`src/rtl/rr_sel_arbiter_4ch_if.sv`:
```
// rr_sel_arbiter_4ch_if
// Bundles the request side and select side of the 4-channel round-robin
// arbiter.
//   en        : arbitration enable. Gates new grants only; it never revokes one.
//   req[3:0]  : per-channel level requests.
//   sel[1:0]  : registered granted index. It drives the 2-to-4 decoder:
//               sel[1] -> a, sel[0] -> b.
//   sel_valid : sel carries a live grant.
//   last_sel  : index of the most recently released channel.
//   timeout   : one-cycle forced-release pulse. Exists only when
//               GRANT_TIMEOUT_EN is defined.
// Modports: master = arbiter side, slave = requester side.
interface rr_sel_arbiter_4ch_if;
  logic       en;
  logic [3:0] req;
  logic [1:0] sel;
  logic       sel_valid;
  logic [1:0] last_sel;
`ifdef GRANT_TIMEOUT_EN
  logic       timeout;
`endif

  modport master (
    input  en,
    input  req,
    output sel,
    output sel_valid,
`ifdef GRANT_TIMEOUT_EN
    output timeout,
`endif
    output last_sel
  );

  modport slave (
    output en,
    output req,
    input  sel,
    input  sel_valid,
`ifdef GRANT_TIMEOUT_EN
    input  timeout,
`endif
    input  last_sel
  );
endinterface

```
`src/rtl/rr_sel_arbiter_4ch.sv`:
```
// rr_sel_arbiter_4ch
// Four-channel round-robin arbiter. It produces the registered 2-bit select
// for the downstream channel-enable decoder. A grant is held until its owner
// drops req, so the decoder output stays stable for the whole transaction.
//
// Ports:
//   clk   : system clock, rising edge.
//   rst_n : asynchronous active-low reset.
//   bus   : rr_sel_arbiter_4ch_if.master, carrying en, req, sel, sel_valid,
//           last_sel and timeout.
//
// Optional feature (macro GRANT_TIMEOUT_EN):
//   An 8-bit hold counter forces a release after TIMEOUT_CYCLES grant cycles,
//   but only while another channel is waiting.
//
// state | meaning
// IDLE  | no live grant; sel keeps its last value
// GRANT | sel owned by channel sel until it drops req (or is forced off)
module rr_sel_arbiter_4ch #(
  parameter int NUM_CH         = 4,
  parameter int TIMEOUT_CYCLES = 16
) (
  input  logic                 clk,
  input  logic                 rst_n,
  rr_sel_arbiter_4ch_if.master bus
);

  if (NUM_CH != 4 || TIMEOUT_CYCLES < 2 || TIMEOUT_CYCLES > 255) begin : g_param_check
    $error("rr_sel_arbiter_4ch: illegal NUM_CH or TIMEOUT_CYCLES");
  end

  typedef enum logic {IDLE, GRANT} state_t;

  state_t     state_q, state_d;
  logic [1:0] sel_q, sel_d;
  logic [1:0] last_q, last_d;
  logic       valid_q, valid_d;
  logic       rel_now;

`ifdef GRANT_TIMEOUT_EN
  localparam logic [7:0] HOLD_LAST = 8'(TIMEOUT_CYCLES - 1);
  logic [7:0] hold_cnt_q, hold_cnt_d;
  logic       force_rel;
  logic       timeout_q;
  logic       others_req;
`endif

  // Scan base+1 .. base+4 (mod 4). The base channel itself is checked last,
  // so a just-released owner wins only when it is the sole requester.
  function automatic logic [1:0] rr_pick(input logic [1:0] base, input logic [3:0] r);
    logic [1:0] idx;
    rr_pick = base;
    for (int i = 4; i >= 1; i--) begin
      idx = base + 2'(i);
      if (r[idx]) rr_pick = idx;
    end
  endfunction

  always_comb begin
    state_d = state_q;
    sel_d   = sel_q;
    last_d  = last_q;
    valid_d = valid_q;
    rel_now = !bus.req[sel_q];
`ifdef GRANT_TIMEOUT_EN
    hold_cnt_d = hold_cnt_q;
    force_rel  = 1'b0;
    others_req = |(bus.req & ~(4'b0001 << sel_q));
`endif
    case (state_q)
      IDLE: begin
        valid_d = 1'b0;
        if (bus.en && (|bus.req)) begin
          sel_d   = rr_pick(last_q, bus.req);
          valid_d = 1'b1;
          state_d = GRANT;
`ifdef GRANT_TIMEOUT_EN
          hold_cnt_d = '0;
`endif
        end
      end
      GRANT: begin
`ifdef GRANT_TIMEOUT_EN
        if (!rel_now) begin
          if (hold_cnt_q == HOLD_LAST) begin
            // At the limit: force a release only if someone is waiting.
            // Otherwise restart the hold window.
            if (others_req) force_rel = 1'b1;
            else            hold_cnt_d = '0;
          end else begin
            hold_cnt_d = hold_cnt_q + 8'd1;
          end
        end
        if (force_rel) rel_now = 1'b1;
`endif
        if (rel_now) begin
          last_d = sel_q;
          // Re-grant in the same edge so sel_valid shows no bubble.
          if (bus.en && (|bus.req)) begin
            sel_d = rr_pick(sel_q, bus.req);
`ifdef GRANT_TIMEOUT_EN
            hold_cnt_d = '0;
`endif
          end else begin
            valid_d = 1'b0;
            state_d = IDLE;
          end
        end
      end
      default: begin
        state_d = IDLE;
        valid_d = 1'b0;
      end
    endcase
  end

  always_ff @(posedge clk or negedge rst_n) begin
    if (!rst_n) begin
      state_q <= IDLE;
      sel_q   <= 2'b00;
      last_q  <= 2'b11;
      valid_q <= 1'b0;
    end else begin
      state_q <= state_d;
      sel_q   <= sel_d;
      last_q  <= last_d;
      valid_q <= valid_d;
    end
  end

`ifdef GRANT_TIMEOUT_EN
  always_ff @(posedge clk or negedge rst_n) begin
    if (!rst_n) begin
      hold_cnt_q <= '0;
      timeout_q  <= 1'b0;
    end else begin
      hold_cnt_q <= hold_cnt_d;
      timeout_q  <= force_rel;
    end
  end

  assign bus.timeout = timeout_q;
`endif

  assign bus.sel       = sel_q;
  assign bus.sel_valid = valid_q;
  assign bus.last_sel  = last_q;

endmodule

```
`src/flat_wrapper.sv`:
```
// flat-port wrapper written by rule: the top's interface ports become plain ports
module rr_sel_arbiter_4ch_flat 
#(
  parameter int NUM_CH         = 4,
  parameter int TIMEOUT_CYCLES = 16
)
  (clk, rst_n, bus_en, bus_req, bus_sel, bus_sel_valid, bus_last_sel);
  rr_sel_arbiter_4ch_if bus_i ();
  input  logic clk;
  input  logic rst_n;
  input wire logic [$bits(bus_i.en)-1:0] bus_en;
  input wire logic [$bits(bus_i.req)-1:0] bus_req;
  output wire logic [$bits(bus_i.sel)-1:0] bus_sel;
  output wire logic [$bits(bus_i.sel_valid)-1:0] bus_sel_valid;
  output wire logic [$bits(bus_i.last_sel)-1:0] bus_last_sel;
  assign bus_i.en = bus_en;
  assign bus_i.req = bus_req;
  assign bus_sel = bus_i.sel;
  assign bus_sel_valid = bus_i.sel_valid;
  assign bus_last_sel = bus_i.last_sel;
  rr_sel_arbiter_4ch #(.NUM_CH(NUM_CH), .TIMEOUT_CYCLES(TIMEOUT_CYCLES)) u_core (.clk(clk), .rst_n(rst_n), .bus(bus_i));
endmodule
```
`config.mk`:
```
export PLATFORM = sky130hd
export DESIGN_NAME = rr_sel_arbiter_4ch_flat
export DESIGN_NICKNAME = d
export VERILOG_FILES = /design/src/rtl/rr_sel_arbiter_4ch_if.sv /design/src/rtl/rr_sel_arbiter_4ch.sv /design/src/flat_wrapper.sv
export SDC_FILE = /design/constraint.sdc
export NUM_CORES = 1
export LEC_CHECK = 0
export BUFFER_PORTS_ARGS = -buffer_cell sky130_fd_sc_hd__buf_2
export CELL_PAD_IN_SITES_DETAIL_PLACEMENT = 1
export CELL_PAD_IN_SITES_GLOBAL_PLACEMENT = 1
export CORE_MARGIN = 2
export CORE_UTILIZATION = 36
export CTS_BUF_LIST = sky130_fd_sc_hd__clkbuf_8
export CTS_CLUSTER_DIAMETER = 50
export DETAILED_ROUTE_END_ITERATION = 6
export PLACE_DENSITY_LB_ADDON = 0.1
export SYNTH_ARGS = -nofsm -noshare
export SYNTH_HDL_FRONTEND = slang
export SYNTH_SLANG_ARGS = --single-unit
```
`constraint.sdc`:
```
create_clock -name clk -period 1.6 [get_ports clk]
set_clock_uncertainty 0.1 [all_clocks]
set_input_delay 0.08 -clock clk [delete_from_list [all_inputs] [get_ports clk]]
set_output_delay 0.08 -clock clk [all_outputs]
set_load 0.01 [all_outputs]
```
* Word-level counts from Yosys, hierarchy flattened
Cells that the tools add are included.
** Word-level totals
- Register bits after elaboration :: 6
- Input bits :: 7
- Output and inout port bits :: 5
- Word-level logic and storage cells :: 59
** Cells by class
- $add $sub $neg :: 6
- Order comparisons :: 7
- Eq/ne operators :: 5
- Muxes and demuxes :: 30
- Bitwise operators :: 2
- Reductions and logical operators :: 5
** Operator list (number)
- 2-bit by 3-bit less-than comparator with 1-bit output, second input constant :: 7
- 2-bit two-way mux :: 9
- 1-bit binary-select mux with 2-bit select :: 7
- 1-bit two-way mux :: 11
- 2-bit adder, second input constant :: 4
- 2-bit != test, second input constant :: 3
- 2-bit by 1-bit adder with 2-bit output, second input constant :: 2
- 4-bit != test, second input constant :: 1
- 1-bit one-hot mux with 2 select lines :: 2
- 2-bit one-hot mux with 2 select lines :: 1
- 2-bit AND reduction :: 2
- 4-bit AND reduction :: 1
- 4-bit OR reduction :: 1
- 2-bit by 1-bit != test with 1-bit output, second input constant :: 1
- 1-bit NOT :: 2
- 1-bit logical AND :: 1

* Depth between registers and ports, before layout
Gate-level depths: netlist (run 1).
- Depth in word-level cells :: 9
- Gate-level depth with buffers :: 6
- Mapped depth without buffers :: 5

* Worst setup path before layout (run 1)
OpenSTA, ideal clock, no wires.
- Path kind :: reg-to-reg
- Start :: register u_core.sel_q[1], in the netlist u_core.bus.sel[1]
- End :: register u_core.sel_q[1], in the netlist u_core.bus.sel[1]
- Library setup time :: 0.125 ns
- Arrival :: 1.469 ns
- Required time :: 1.375 ns
- Path slack :: -0.094 ns
- Stages on the path, launching flop included :: 4
- Path buffers :: 0
- Period minus slack after synthesis :: 1.694 ns
- Path through :: dfrtp_1 > mux4_2 > a21oi_2 > mux2_2
** Between the ends
- Cells in the longest elaborated chain, start to end :: 8
- Elaborated cells between the ends (all ways) :: 20
- Those cells by class :: add/sub: 3; eq/ne: 2; mux: 14; reduce/logical: 1
** RTL lines
- from (decl) :: line rr_sel_arbiter_4ch.sv:35 : logic [1:0] sel_q, sel_d;
- from (signal assigned) :: line rr_sel_arbiter_4ch.sv:125 : sel_q <= sel_d;
- 2-bit adder :: line rr_sel_arbiter_4ch.sv:54 : idx = base + 2'(i);
- 1-bit binary-select mux with 2-bit select :: line rr_sel_arbiter_4ch.sv:55 : if (r[idx]) rr_pick = idx;
- 1-bit two-way mux (not written as such) :: line rr_sel_arbiter_4ch.sv:55
- 2-bit two-way mux (2 in a row) :: line rr_sel_arbiter_4ch.sv:55
- 2-bit two-way mux :: line rr_sel_arbiter_4ch.sv:99 : if (bus.en && (|bus.req)) begin
- 2-bit two-way mux :: line rr_sel_arbiter_4ch.sv:96 : if (rel_now) begin
- 2-bit one-hot mux with 2 select lines :: line rr_sel_arbiter_4ch.sv:70 : case (state_q)
Parallel ways exist; a longest one is shown, timed or not. The select of a mux whose other input is x is not followed.
A chain may end at the register's enable or synchronous reset.

* Final worst setup path (run 1)
- Start :: register u_core.sel_q[1], in the netlist u_core.bus.sel[1]
- End :: register u_core.last_q[0], in the netlist u_core.bus.last_sel[0]
** Between the ends
- Cells in the longest elaborated chain, start to end :: 4
** RTL lines
- 1-bit binary-select mux with 2-bit select
- 1-bit two-way mux (not written as such) :: line rr_sel_arbiter_4ch.sv:64 : rel_now = !bus.req[sel_q];
- 1-bit NOT (no line)
- 2-bit AND reduction (no line)
- to (signal assigned) :: line rr_sel_arbiter_4ch.sv:126 : last_q <= last_d;
- to (decl) :: line rr_sel_arbiter_4ch.sv:36 : logic [1:0] last_q, last_d;
Every way passes these cells. The select of a mux whose other input is x is not followed.

==> results of run 1 <==
-- sequential cells by signal, summed over array words and instances, names as in the netlist --
signal,cells
u_core.bus.last_sel,2
u_core.bus.sel,2
u_core.bus.sel_valid,1
u_core.state_q,1
-- power groups by stage --
stage                     logic (mW)  clock network, mW  registers (mW)
final                          0.789              0.233           0.323
after global routing           0.864              0.250           0.340
after CTS                      0.784              0.235           0.318
after detailed placement       0.725                  0           0.316
after global placement         0.708                  0           0.316
after floorplan                0.442                  0           0.334
-- kinds of logic (layout without fill, tap and decap cells) --
group,Yosys count,in the layout,synth area share
compound gates,16,16,0.2223
xor+xnor,1,1,0.01691
buf+inv,9,29,0.1111
flops,6,6,0.2947
mux,4,4,0.1135
simple gates,20,20,0.2415
-- path summary, 6_finish.rpt --
kind                                       from                     end  slack [ps]  cells after the start
max                           u_core.bus.sel[1]  u_core.bus.last_sel[0]         -70                      3
min                                      bus_en          u_core.state_q         100                      3
max reg2reg                   u_core.bus.sel[1]  u_core.bus.last_sel[0]         -70                      3
min reg2reg                u_core.bus.sel_valid    u_core.bus.sel_valid         380                      1
max in group asynchronous                 rst_n  u_core.bus.last_sel[1]        1070                      2
min in group asynchronous                 rst_n    u_core.bus.sel_valid         110                      2
-- cell usage after synthesis --
master	number	area, um2
or2b_1	2	15.01
or2_4	1	8.760
a311o_1	1	10.01
nand2_1	5	18.77
buf_6	2	22.52
nor3b_1	2	15.01
xor2_1	1	8.760
a41oi_1	1	8.760
dfrtp_1	4	100.1
nand2b_1	3	18.77
mux2_2	1	11.26
a32o_1	1	10.01
buf_2	1	5.000
mux4_2	1	22.52
mux2_4	1	15.01
and3b_2	1	10.01
o41ai_1	1	8.760
dfstp_2	2	52.55
nand3b_1	3	22.52
nor2_1	1	3.750
clkbuf_1	1	3.750
buf_4	2	15.01
a21oi_1	2	10.01
inv_1	3	11.26
a2111oi_0	1	8.760
mux2i_1	1	10.01
a22o_1	1	8.760
o22ai_1	1	6.260
o21a_1	1	7.510
o21ai_0	4	20.02
a21boi_0	1	7.510
nor4_1	2	12.51
a21oi_2	1	8.760
-- per-stage QoR --
| step | hold slack [ps] | area (um2) |
|---|---|---|
| floorplan | -315.6 | 526.8 |
| global placement | -193.5 | 621.8 |
| detailed placement | -190.3 | 621.8 |
| CTS | 106.0 | 703.2 |
| global route | 126.2 | 711.9 |
| finish | 95.94 | 711.9 |
-- layout by cell type (no fill, tap or decap), types with 2 or more instances in the layout --
| cell | instances |
|---|---|
| nand2_1 | 5 |
| buf_2 | 11 |
| inv_1 | 3 |
| dfstp_2 | 2 |
| nor4_1 | 2 |
| or2b_1 | 2 |
| dfrtp_1 | 3 |
| nor3b_2 | 2 |
| o21ai_0 | 4 |
| buf_4 | 9 |
| a21oi_1 | 2 |
| clkbuf_8 | 3 |
| nand2b_1 | 3 |
| nand3b_1 | 3 |
| mux2_4 | 2 |
-- critical path, stage by stage, from the launching register on --
cell and delay [ps]:
dfrtp_1 370, mux4_2 560, or2_4 260, mux2_4 290
-- per-layer routing --
| metal | vias up | share of wire | global-route usage |
|---|---|---|---|
| met5 | - | 0 | 0 |
| met4 | 0 | 0.022 | 0.1097 |
| met3 | 5 | 0.045 | 0.05217 |
| met2 | 13 | 0.47 | 0.2906 |
| met1 | 234 | 0.46 | 0.2547 |
| li1 | 247 | - | - |
-- cell type report --
type | count | area share
Clock inverter | 1 | 0.005272
Timing Repair Buffer | 22 | 0.2021
Multi-Input combinational cell | 41 | 0.4763
Tap cell | 15 | 0.02636
Sequential cell | 6 | 0.2162
Clock buffer | 3 | 0.05800
Inverter | 3 | 0.01582
-- timing repair --
| item | 4_1_cts | 5_1_grt |
|---|---|---|
| setup endpoints to repair | 3 | 4 |
| hold endpoints to repair | 6 | 0 |
| cloned | 0 | 0 |
| pin swaps | 2 | 1 |
| hold buffers | 1 | 0 |
| resized for setup | 5 | 3 |
| buffers inserted | 1 | 0 |
==> run metrics, run 1 <==
outcome=complete, but fails checks; failing checks=setup timing; initial antenna violation count=0; Tcrit/Tclk final=1.044; Max Cap Viol=0; Setup crit end kind=register; gpl congestion=0.7113; setup repair after global routing missed its margin=yes; Design Power=1.344 mW; Flop pwr share=0.240; register area=approximately 150 um2; clock buffer depth=2; final core utilization=0.5404; Die Area=1758 um2; Max-slew headroom=0.5307; layout cells sized above 1=0.5000; Antenna Cells=0; average routed wire per standard cell=15.97 um; synth warn=0; total wire length after detailed routing=1453 um; Leak=0.3220 nW; sequential area share after synthesis=0.2947; power per cell area=around 1900 nW/um2; Vias=499; P_int=0.8375 mW; CTS clk-pin slew, worst paths=around 40 ps; # rows=13; Avg Vias per Cell=5.484; syn nets=63; switching part of the total=0.3771; Synth Register Bits=6; Root Driver=clkbuf_8; final non-filler cell total=91; Tightest Pin Transition=694.8 ps; Clock Latency Late Sink=between 200 and 250 ps; Critical Path RT=1650 ps; Comb pwr share=0.587; clk sinks=6; min-delay worst type=in -> reg; Max Fclk=0.5986 GHz; final setup TNS=-141.1 ps; first-pass GRT wire length=2497 um; DP HPWL=~1000 um; number of antenna-violating nets in the routed design=0; final layout net count=84; Final setup viols=3; gr usage total=0.1957; Worst setup SP type=register; largest net degree at the start of global routing=12; initial core utilization=0.3932; Synth Instances=56; vias in the first global route=between 500 and 600; initial DRC count=10; Clock power frac=0.173; Unique masters post-synth=33; core area=approximately 1300 um2; multi-input gate area in the final layout=339.1 um2; Final Hold Vio Count=0; Worst EP arrival=1720 ps; Max rail drop VDD=between 1 and 1.5 mV; Die H=41.93 um; P_sw=0.5069 mW; Layout fillers=169; Layout area overhead=37.44%; WS Path Type=reg -> reg; Synth Area per Inst=9.250 um2; CTS H-tree depth=1; Cell Area, Synth=518.0 um2; IO Count=12; fin. max-slew vios=0; CTS tree=built; # port buffers=11; drc violations=0; crit-path max FO=3; Die W=41.93 um; placed insts=85; Num CTS Buffers=3; worst slack, placed=-140.5 ps; drt pass-1 iters=3; Final WS setup=-70.45 ps; global route overflow=0; final worst path period need=about 1700 ps
Power figures use the tool's default switching activity.
==> inputs of run 2 (changes only) <==
CAP_MARGIN = 25   (was unset)
CORE_MARGIN = unset   (was 2)
HOLD_SLACK_MARGIN = 0.1   (was unset)
==> run 2 against run 1 <==
Against the previous run:
- the flow still finishes with violations (setup timing)
- worst hold slack gained 24 ps
- register-to-register slack lost 20 ps
- sequential cell count is the same
- cell count is 1.1% higher
- design area is 0.70% higher
- setup slack lost 19 ps
- largest power group unchanged
- largest cell class unchanged
- combinational power fell by 4.2%
- maximum frequency down 1.1%
- routed wire length increased by 4.2%
- critical path depth did not move
- core utilization rose by 0.38 points
- die area down 9.3%
==> run metrics, run 2 (synthesis gave the netlist of run 1 again) <==
Max Cap Viol=0; DP HPWL=1109 um; min-delay worst type=in -> async; Num CTS Buffers=3; Die W=39.93 um; Layout area overhead=38.41%; Layout fillers=166; global route overflow=0; vias in the first global route=474; IO Count=12; largest net degree at the start of global routing=12; Root Driver=clkbuf_8; # rows=13; Max-slew headroom=0.5594; first-pass GRT wire length=roughly 2300 um; initial antenna violation count=0; Clock Latency Late Sink=230 ps; Setup crit end kind=register; Tightest Pin Transition=between 600 and 700 ps; Tcrit/Tclk final=1.056; setup repair after global routing missed its margin=yes; max incr delay on CP=570 ps; CTS clk-pin slew, worst paths=40 ps; clk sinks=6; Die Area=1594 um2; WS Path Type=reg -> reg; Leak=~0.32 nW; Worst EP arrival=1740 ps; Max rail drop VDD=0.9647 mV; crit-path cells=mux4_2 -> or2_4 -> mux2_4; # port buffers=11; total wire length after detailed routing=1514 um; outcome=complete, but fails checks; worst slack, placed=-146.9 ps; number of antenna-violating nets in the routed design=0; power per cell area=1846 nW/um2; CTS tree=built; Final setup viols=2; Critical Path RT=about 1700 ps; core area=about 1300 um2; Vias=516; fin. max-slew vios=0; met1 usage=0.3048; grt met2 use=0.3508; initial DRC count=7; layout cells sized above 1=0.4805; average routed wire per standard cell=between 15 and 20 um; drt pass-1 iters=4; initial core utilization=0.3932; Die H=39.93 um; met3 usage=0.06667; drc violations=0; Final Hold Vio Count=0; most frequent cells in the layout=buf_2 (11), buf_4 (10), nand2_1 (5), o21ai_0 (4), dfrtp_1 (4); failing checks=setup timing; gr usage total=0.2256; final non-filler cell total=92; commonest non-fill, non-tap cell in the layout=buf_2; placed insts=85; final layout net count=85; clock buffer depth=2; final worst path period need=~1700 ps; Worst path slowest cell=mux4_2; crit-path max FO=3; global route hottest layer=met2; Final WS setup=-89.64 ps; CTS H-tree depth=1; Antenna Cells=0; Avg Vias per Cell=5.609; gpl congestion=between 0.7 and 0.8; Worst setup SP type=register; Max Fclk=0.5918 GHz
## run 2: changes by cell type in the layout (fill, tap and decap cells not counted), sizes merged
cell,previous run,this run
dlygate4sd3,1,2
## run 2: area by class of cell
type                       count  area [um2]  area share
inverter                       3       11.26     0.01571
clock inverter                 1       3.754    0.005236
multi-input combinational     41       339.1      0.4729
tap                           15       18.77     0.02618
clock buffer                   3       41.29     0.05759
timing repair buffer          23       150.1      0.2094
sequential                     6       152.6      0.2129
## run 2: report_power, final
group,switching (mW),internal (mW),total [mW]
sequential,0.0848,0.244,0.329
clock,0.0727,0.165,0.238
combinational,0.349,0.407,0.756
total,0.506,0.817,1.32
## run 2: critical path, delay by kind of cell (launching register included)
| kind | cells | cell delay [ps] |
|---|---|---|
| multiplexers | 2 | 870 |
| flip-flops | 1 | 380 |
| AND/OR/NAND/NOR | 1 | 260 |
## run 2: repair_timing
item / 4_1_cts / 5_1_grt
setup buffers: 1 / 0
resized for setup: 3 / 2
pin swaps: 3 / 1
hold endpoints to repair: 7 / 0
setup endpoints to repair: 3 / 4
hold buffers: 2 / 0
## run 2: worst paths after layout
kind	startpoint	end	slack [ps]	cells past startpoint
setup / recovery	u_core.bus.sel[1]	u_core.bus.last_sel[0]	-90	3
hold / removal	rst_n	u_core.bus.sel[1]	120	2
setup reg to reg	u_core.bus.sel[1]	u_core.bus.last_sel[0]	-90	3
hold reg to reg	u_core.bus.sel_valid	u_core.bus.sel_valid	390	1
max in group asynchronous	rst_n	u_core.bus.last_sel[1]	1050	2
min in group clk	bus_req[1]	u_core.state_q	160	3
## run 2: layer usage
layer	part of all wire	wire (um)
met5	0	0
met4	0	0
met3	0.036	55
met2	0.49	742
met1	0.47	715
## run 2: stage by stage
stage	TNS, ps	total power, mW	instance area, um2	hold WS (ps)	util
after floorplan	-125.5	0.7763	526.8	-315.6	-
after global placement	-203.8	1.012	621.8	-192.9	0.4720
after detailed placement	-243.3	1.036	621.8	-185.7	0.4720
after CTS	-130.0	1.322	705.7	108.1	0.5356
after global routing	-316.1	1.426	716.9	149.5	0.5442
final	-137.9	1.323	716.9	119.9	0.5442
